`config.mk`:
```
export PLATFORM = sky130hd
export DESIGN_NAME = wm8731_cfg_seq
export DESIGN_NICKNAME = d
export VERILOG_FILES = /design/src/rtl/wm8731_cfg_seq.sv
export SDC_FILE = /design/constraint.sdc
export NUM_CORES = 1
export LEC_CHECK = 0
export ABC_AREA = 1
export CAP_MARGIN = 20
export CORE_UTILIZATION = 48
export DETAILED_ROUTE_END_ITERATION = 8
export PLACE_DENSITY = 0.75
export SYNTH_ARGS = -nofsm -noshare
export SYNTH_HDL_FRONTEND = slang
export SYNTH_SLANG_ARGS = --single-unit
```
`constraint.sdc`:
```
create_clock -name sysclk -period 1.59 [get_ports sysclk]
set_input_delay 0.318 -clock sysclk [delete_from_list [all_inputs] [get_ports sysclk]]
set_output_delay 0.318 -clock sysclk [all_outputs]
set_load 0.02 [all_outputs]
```
`src/rtl/wm8731_cfg_seq.sv`:
```
// WM8731 configuration sequencer: power-up delay, fixed 11-entry init table,
// then single runtime register writes, all through an action/busy I2C write engine.
module wm8731_cfg_seq #(
  parameter logic [6:0] DEV_ADDR       = 7'h1A,
  parameter int         STARTUP_CYCLES = 500000,
  parameter int         GAP_CYCLES     = 1000,
  parameter int         ACT_TO         = 8,
  parameter int         BUSY_TO        = 20000
) (
  input  logic       sysclk,
  input  logic       reset,
  input  logic       restart,
  input  logic       usr_req,
  input  logic [6:0] usr_reg_addr,
  input  logic [8:0] usr_reg_data,
  output logic       usr_ack,
  output logic       action,
  input  logic       busy,
  output logic [6:0] dev_addr,
  output logic [6:0] reg_addr,
  output logic [8:0] reg_data,
  output logic       init_done,
  output logic       err,
  output logic [3:0] err_idx
);

  localparam int M1      = (STARTUP_CYCLES > BUSY_TO) ? STARTUP_CYCLES : BUSY_TO;
  localparam int M2      = (M1 > GAP_CYCLES) ? M1 : GAP_CYCLES;
  localparam int CNT_MAX = (M2 > ACT_TO) ? M2 : ACT_TO;
  localparam int CW      = $clog2(CNT_MAX + 1);

  localparam logic [CW-1:0] PWR_LAST  = CW'(STARTUP_CYCLES - 1);
  localparam logic [CW-1:0] ACT_LAST  = CW'(ACT_TO - 1);
  localparam logic [CW-1:0] BUSY_LAST = CW'(BUSY_TO - 1);
  localparam logic [CW-1:0] GAP_LAST  = CW'(GAP_CYCLES - 1);
  localparam logic [CW-1:0] CNT_SAT   = CW'(CNT_MAX);
  localparam logic [3:0]    LAST_IDX  = 4'd10;
  localparam logic [3:0]    RT_IDX    = 4'hF;

  typedef enum logic [2:0] {
    S_PWR, S_LOAD, S_ISSUE, S_BUSY, S_GAP, S_IDLE, S_ERR
  } state_t;

  typedef struct packed {
    logic [6:0] addr;
    logic [8:0] data;
  } cfg_wr_t;

  function automatic cfg_wr_t init_entry(input logic [3:0] i);
    cfg_wr_t e;
    case (i)
      4'd0:    e = {7'h0F, 9'h000};
      4'd1:    e = {7'h06, 9'h010};
      4'd2:    e = {7'h00, 9'h017};
      4'd3:    e = {7'h01, 9'h017};
      4'd4:    e = {7'h02, 9'h079};
      4'd5:    e = {7'h03, 9'h079};
      4'd6:    e = {7'h04, 9'h012};
      4'd7:    e = {7'h05, 9'h000};
      4'd8:    e = {7'h07, 9'h002};
      4'd9:    e = {7'h08, 9'h000};
      default: e = {7'h09, 9'h001};
    endcase
    return e;
  endfunction

  state_t        state_q, state_d;
  logic [CW-1:0] cnt_q, cnt_d;
  logic [3:0]    idx_q, idx_d;
  logic          rt_q, rt_d;
  cfg_wr_t       wr_q, wr_d;
  logic          ack_q, ack_d;
  logic [3:0]    err_idx_q, err_idx_d;

  always_ff @(posedge sysclk or negedge reset) begin
    if (!reset) begin
      state_q   <= S_PWR;
      cnt_q     <= '0;
      idx_q     <= '0;
      rt_q      <= 1'b0;
      wr_q      <= '0;
      ack_q     <= 1'b0;
      err_idx_q <= '0;
    end else begin
      state_q   <= state_d;
      cnt_q     <= cnt_d;
      idx_q     <= idx_d;
      rt_q      <= rt_d;
      wr_q      <= wr_d;
      ack_q     <= ack_d;
      err_idx_q <= err_idx_d;
    end
  end

  always_comb begin
    state_d   = state_q;
    idx_d     = idx_q;
    rt_d      = rt_q;
    wr_d      = wr_q;
    ack_d     = 1'b0;
    err_idx_d = err_idx_q;
    case (state_q)
      S_PWR:   if (cnt_q == PWR_LAST) state_d = S_LOAD;
      S_LOAD: begin
        wr_d    = init_entry(idx_q);
        state_d = S_ISSUE;
      end
      S_ISSUE: begin
        if (busy) begin
          state_d = S_BUSY;
        end else if (cnt_q == ACT_LAST) begin
          state_d   = S_ERR;
          err_idx_d = rt_q ? RT_IDX : idx_q;
        end
      end
      S_BUSY: begin
        if (!busy) begin
          state_d = S_GAP;
          ack_d   = rt_q;
        end else if (cnt_q == BUSY_LAST) begin
          state_d   = S_ERR;
          err_idx_d = rt_q ? RT_IDX : idx_q;
        end
      end
      S_GAP: begin
        if (cnt_q == GAP_LAST) begin
          if (rt_q) begin
            rt_d    = 1'b0;
            state_d = S_IDLE;
          end else if (idx_q == LAST_IDX) begin
            state_d = S_IDLE;
          end else begin
            idx_d   = idx_q + 4'd1;
            state_d = S_LOAD;
          end
        end
      end
      S_IDLE: begin
        // restart wins over a simultaneous runtime request
        if (restart) begin
          idx_d   = '0;
          rt_d    = 1'b0;
          state_d = S_LOAD;
        end else if (usr_req) begin
          wr_d    = {usr_reg_addr, usr_reg_data};
          rt_d    = 1'b1;
          state_d = S_ISSUE;
        end
      end
      S_ERR: begin
        if (restart) begin
          idx_d   = '0;
          rt_d    = 1'b0;
          state_d = S_LOAD;
        end
      end
      default: state_d = S_PWR;
    endcase
    // every state timer starts from zero on entry and saturates
    if (state_d != state_q)   cnt_d = '0;
    else if (cnt_q == CNT_SAT) cnt_d = cnt_q;
    else                       cnt_d = cnt_q + CW'(1);
  end

  assign action    = (state_q == S_ISSUE);
  assign init_done = (state_q == S_IDLE);
  assign err       = (state_q == S_ERR);
  assign err_idx   = err_idx_q;
  assign usr_ack   = ack_q;
  assign dev_addr  = DEV_ADDR;
  assign reg_addr  = wr_q.addr;
  assign reg_data  = wr_q.data;

endmodule

```
* Word level (Yosys, flattened, before mapping)
Memory sizes are Yosys's and may differ from the RTL's.
Index checks and enable logic that the tools add are counted.
** Word-level totals
- Register bits after elaboration :: 48
- Memory bits (read-only) :: 176
- Bits of input ports :: 21
- Output and inout port bits :: 31
- Word-level logic and storage cells :: 82
- Memories :: 1
** Memories
- (name not given) :: words 16, width 11, rd ports 1, clocked after Yosys merged registers in 0, write ports 0, line 51 : case (i)
** Operators by class
- Add/sub/neg operators :: 2
- Eq/ne operators :: 26
- Multiplexer cells :: 35
- Reduce and logical (&&, ||, !) cells :: 10
** Operators by type and width (number)
- $eq A19 B19 Y1 const B :: 2
- $mux W19 :: 2
- $mux W4 :: 9
- $mux W3 :: 11
- $mux W16 :: 2
- $pmux W16 S2 :: 1
- $pmux W3 S7 :: 1
- $ne A2 B2 Y1 const B :: 10
- $add A19 B1 Y19 const B :: 1
- $eq A19 B10 Y1 const B :: 1
- $eq A19 B15 Y1 const B :: 1
- $eq A19 B3 Y1 const B :: 1
- $pmux W4 S2 :: 2
- $reduce_and A5 Y1 :: 2
- $eq A3 B3 Y1 const B :: 3
- $eq A3 B2 Y1 const B :: 2
- $mux W1 :: 6
- $reduce_bool A2 Y1 :: 3
- $add A4 B1 Y4 const B :: 1
- $eq A4 B4 Y1 const B :: 1
- $ne A2 B1 Y1 const B :: 2
- $reduce_and A4 Y1 :: 1
- $eq A3 B1 Y1 const B :: 1
- $logic_not A3 Y1 :: 1
- 6 further kinds :: 6

* Logic depth before layout (Yosys ltp)
- Depth after elaboration :: 7
- Gate-level depth with buffers :: 15
- Mapped depth without buffers :: 14

* Worst setup path before layout
No wires, ideal clock.
- Path kind :: register to register
- Start :: register cnt_q[0]
- End :: register cnt_q[5]
- Library setup time :: 0.068 ns
- Arrival time :: 1.649 ns
- Required time :: 1.522 ns
- Path slack :: -0.127 ns
- Stages on the path, launching flop included :: 13
- Buffers on the path :: 1
- Period minus slack after synthesis :: 1.717 ns
- Path through :: dfrtp_1 ha_1 nand2_1 inv_1 nand2_1 nor2_2 nand2_1 o21ai_2 nand3_2 nand2_2 nand3_4 buf_12 nor2_4
** On the way
- Word-level cells in the longest chain between the ends :: 6
- Elaborated cells between the ends (all ways) :: 17
- Classes of those cells :: add/sub (1); eq/ne (7); mux (9)
** RTL lines
- start, declared :: line 68 : logic [CW-1:0] cnt_q, cnt_d;
- start signal, assigned :: line 86 : cnt_q <= cnt_d;
- $eq A19 B15 Y1 / $eq A19 B3 Y1 (equally long branches) :: line 120, 111
- $mux W3 (on tied branches) :: line 120, 111
- $mux W3 (on tied branches) :: line 117, 109
- $pmux W3 S7 :: line 102 : case (state_q)
- $ne A3 B3 Y1 :: line 160 : if (state_d != state_q) cnt_d = '0;
- $ne A2 B2 Y1 (no line) / $mux W19 (equally long branches)
Several ways; a longest one is shown, not always the timed one. The select of a mux whose other input is x is not followed.
A chain may end at the register's enable or synchronous reset.

* Final worst setup path
- Start :: register cnt_q[0]
- End :: register cnt_q[0]
Same word-level chain as after synthesis.

==> results.txt <==
* Outcome: complete, but fails checks
- Failing checks: negative setup slack
* Synthesized netlist cell count: 372
- DR vias: 3086
* IO Pins: 52
- For this configuration, the core starts out at a cell density of 0.500.
* Final design utilization: 0.760
- Data arrives at the worst endpoint at 2.18 ns.
- Wire segments on met3 add up to 400 um in the final route.
- The synthesized design spends more area on one cell type than any other, namely sky130_fd_sc_hd__dfrtp_1.
- Area of the core: 5920 um^2
- Total number of yosys warnings: 0
- Critical path class: register to register
* Clk network pwr share: 0.128
- Entering global routing, the biggest net connects 49 pins.
* Via density per instance: 5.29
- For this run, the leading register cell type out of synthesis is sky130_fd_sc_hd__dfrtp_1.
- Critical Path End Type: register
* Share of total power consumed by net switching: 0.430
- The number of antenna violations at the first check in global routing was 0.
- Fraction of synthesized cell area taken by the top area cell type: 0.406
- In this run the worst hold path is classified as register to register.
* HPWL Detailed: 5750 um
* Critical Path Start Type: register
- Clock-pin slew was measured on the worst setup and hold paths at 0.08 ns.
- After synthesis, the cell types taking the most area are sky130_fd_sc_hd__dfrtp_1 (41%), sky130_fd_sc_hd__nand2_1 (9.0%), sky130_fd_sc_hd__nor2_1 (6.8%).
* Buffer depth of the longest clock path: 2
* Leakage power summed over all cells: 2.31 nW
* Vert. Die Dim: 80.5 um
- Placer congestion estimate: 0.864
- Netlist area before placement: 2960 um^2
- Combinational power share: 0.576
- The net count of the finished layout is 540.
- After synthesis, the most frequently instantiated cells are sky130_fd_sc_hd__nand2_1 (71), sky130_fd_sc_hd__nor2_1 (54), sky130_fd_sc_hd__dfrtp_1 (48), sky130_fd_sc_hd__inv_1 (33), sky130_fd_sc_hd__nand3_1 (25).
* Highest achievable clock rate: 514 MHz
- Power density over the cells: 1320 nW/um^2
- Of the cells placed in the final design, the portion with a size suffix greater than 1 is 0.374.
- Antenna diode instance count: 0
- For this run, the detailed router's first-pass iteration total came to 5.
* Clk Tree Root Cell: sky130_fd_sc_hd__clkbuf_8
- The max-slew violation count was 0.
- Clock latency reported for the late side of the worst-skew pair: 0.30 ns
- Counting flops and latches in the post-synthesis netlist gives 48.
- The detailed router finished its first iteration with 200 violations.
- The analysis attributes to net switching a power of 2.56 mW.
- The H-tree was split into 2 levels.
* Met1 routed wirelength after detailed routing: 3500 um
* Clock tree from TritonCTS: done
- STA puts the critical path data required time at 1.82 ns.
- The netlist uses 40 different library cells.
- The finished layout holds 583 standard cells, fillers aside.
* Design internal power: 3.39 mW
- Buffers inserted during clock tree synthesis total 5.
* Syn avg cell area: 7.95 um^2
- The first global-routing pass estimated 13500 um of wire.
* Share of power burned in registers: 0.296
- The clock arrives with 0.00978 ns of skew.
- After detailed routing, the total wire length is 9070 um.
* Worst-path maximum fanout: 8
- RSZ-0062 raised after global routing: yes
- Count of placed standard cells including taps: 563
* PortBufs: 44
- Counting flops with an async set or reset pin after synthesis yields a share of 1.00.
- IR Drop Worst-Case VDD: 0.000994 V
* Number of enable flip-flop cells after synthesis: 0
- Period minus WS final: 1.94 ns
- Overall global routing resource usage: 0.274
- The worst hold path was traced through 2 stages.
- Placement Rows: 28
* Number of cells on the worst reg-to-reg path: 14
- Max-cap violations in this run came to 0.
* Top routing layer in use: met4
- The share of the Yosys chip area taken by registers is 0.406.
* Post-route DRC violation count: 0
- The detail route stage leaves a number of antenna-violating nets equal to 0.
* Most used standard cell by instance count after synthesis: sky130_fd_sc_hd__nand2_1
- Synthesis-to-layout area growth: 52.1%
* Routed wl met2: 4800 um
- In the finished design, the share of the clock period the worst path needs comes to 1.22.
* Leftover overflow at the end of global routing: 0
* Final hold violation count: 0
- Die outline width: 80.5 um
* Routed length per instance: 15.6 um
- Across all setup checks in the final design, the least slack found is -0.354 ns.
- Setup violations remaining at the end of the flow were counted as 29.
- Via count of the first global-routing pass: 3013
* CTS sink cnt: 48
* Die area: 6480 um^2
## critical path: stages (launching register included)
cell	delay [ns]
sky130_fd_sc_hd__dfrtp_1	0.38
sky130_fd_sc_hd__ha_2	0.21
sky130_fd_sc_hd__nand2_2	0.07
sky130_fd_sc_hd__inv_2	0.10
sky130_fd_sc_hd__nand2_4	0.07
sky130_fd_sc_hd__nor2_4	0.14
sky130_fd_sc_hd__nand3_4	0.09
sky130_fd_sc_hd__nand2_2	0.11
sky130_fd_sc_hd__nand2_2	0.08
sky130_fd_sc_hd__inv_2	0.08
sky130_fd_sc_hd__nand3_1	0.09
sky130_fd_sc_hd__nand2_2	0.09
sky130_fd_sc_hd__nand3_4	0.09
sky130_fd_sc_hd__buf_12	0.17
sky130_fd_sc_hd__nor2_4	0.10
## path summary, 6_finish.rpt
check,start,endpoint,slack (ns)
setup / recovery,cnt_q[0]$_DFFE_PN0P_,cnt_q[0]$_DFFE_PN0P_,-0.35
hold / removal,reg_addr[1]$_DFFE_PN0P_,reg_addr[1]$_DFFE_PN0P_,0.49
setup reg to reg,cnt_q[0]$_DFFE_PN0P_,cnt_q[0]$_DFFE_PN0P_,-0.35
hold reg to reg,reg_addr[1]$_DFFE_PN0P_,reg_addr[1]$_DFFE_PN0P_,0.49
max in group asynchronous,reset,cnt_q[0]$_DFFE_PN0P_,0.81
min in group asynchronous,reset,cnt_q[8]$_DFFE_PN0P_,0.50
## flip-flops by register name (all words and copies together) (netlist names)
register	count
cnt_q	19
reg_data	9
reg_addr	7
err_idx	4
idx_q	4
state_q	3
rt_q	1
usr_ack	1
## cells by family (layout without fill, tap and decap cells)
family	Yosys count	count (layout)	synth area share
other	2	7	0.00254
buffers and inverters	54	185	0.0837
XOR/XNOR	12	12	0.0355
AND/OR/NAND/NOR	192	192	0.314
flip-flops	48	48	0.406
AO/OA/AOI/OAI	52	52	0.107
adder cells (fa/ha/maj)	12	12	0.0507
## metrics by stage
step / hold slack (ns) / instance area [um^2] / setup TNS [ns] / total power [mW] / worst slack [ns]
floorplan: 0.0224 / 3000 / -1.02 / 3.53 / -0.102
global placement: 0.324 / 4060 / -8.92 / 4.77 / -0.314
detailed placement: 0.325 / 4060 / -11.97 / 4.83 / -0.392
CTS: 0.491 / 4300 / -3.93 / 5.70 / -0.213
global route: 0.509 / 4500 / -10.73 / 6.34 / -0.474
finish: 0.487 / 4500 / -7.64 / 5.95 / -0.354
## power by group through the flow
stage	Clock, mW	Combinational (mW)	Sequential, mW
global placement	0	3.02	1.75
CTS	0.766	3.18	1.75
global route	0.828	3.72	1.79
detailed placement	0	3.07	1.76
finish	0.763	3.42	1.76
floorplan	0	1.51	2.02
## area by class of cell
type / instances / area, um^2
timing repair buffer: 137 / 1200
sequential: 48 / 1200
inverter: 40 / 153
multi-input combinational: 275 / 1760
tap: 75 / 93.8
clock inverter: 2 / 10.0
fill: 403 / 1420
clock buffer: 6 / 82.6
## layer usage
| metal | global-route usage | up-vias |
|---|---|---|
| met3 | 0.0466 | 36 |
| met5 | 0 | - |
| met4 | 0.102 | 0 |
| met1 | 0.316 | 1498 |
| met2 | 0.500 | 100 |
| li1 | - | 1452 |
## cell usage in the layout (no fill, tap or decap), types with 2 or more instances in the layout
| cell type | instances |
|---|---|
| sky130_fd_sc_hd__buf_4 | 83 |
| sky130_fd_sc_hd__nand2_1 | 59 |
| sky130_fd_sc_hd__dfrtp_1 | 47 |
| sky130_fd_sc_hd__nor2_1 | 41 |
| sky130_fd_sc_hd__inv_1 | 29 |
| sky130_fd_sc_hd__clkdlybuf4s50_1 | 19 |
| sky130_fd_sc_hd__nor2_4 | 17 |
| sky130_fd_sc_hd__nand2_2 | 16 |
| sky130_fd_sc_hd__nand3_1 | 16 |
| sky130_fd_sc_hd__nor2_2 | 15 |
| sky130_fd_sc_hd__a21oi_1 | 14 |
| sky130_fd_sc_hd__o21ai_0 | 13 |
| sky130_fd_sc_hd__dlymetal6s2s_1 | 12 |
| sky130_fd_sc_hd__ha_1 | 11 |
| sky130_fd_sc_hd__xor2_1 | 10 |
| sky130_fd_sc_hd__inv_2 | 9 |
| sky130_fd_sc_hd__dlygate4sd2_1 | 9 |
| sky130_fd_sc_hd__buf_6 | 9 |
| sky130_fd_sc_hd__nand4_1 | 8 |
| sky130_fd_sc_hd__nand3_2 | 7 |
| sky130_fd_sc_hd__conb_1 | 7 |
| sky130_fd_sc_hd__clkbuf_8 | 6 |
| sky130_fd_sc_hd__o21ai_1 | 5 |
| sky130_fd_sc_hd__nand3_4 | 4 |
| sky130_fd_sc_hd__a22o_1 | 4 |
| sky130_fd_sc_hd__nand2_4 | 3 |
| sky130_fd_sc_hd__o21ai_2 | 3 |
| sky130_fd_sc_hd__nor3_1 | 2 |
| sky130_fd_sc_hd__xnor2_1 | 2 |
| sky130_fd_sc_hd__a31oi_1 | 2 |
| sky130_fd_sc_hd__o211ai_1 | 2 |
| sky130_fd_sc_hd__clkinv_2 | 2 |
| sky130_fd_sc_hd__buf_2 | 2 |
| sky130_fd_sc_hd__buf_12 | 2 |
## repair_timing
item,4_1_cts,5_1_grt
hold endpoints to repair,12,0
setup endpoints to repair,42,49
resized for setup,57,47
setup buffers,7,5
hold buffers,1,0
pin swaps,14,14
Power figures use the tool's default switching activity.
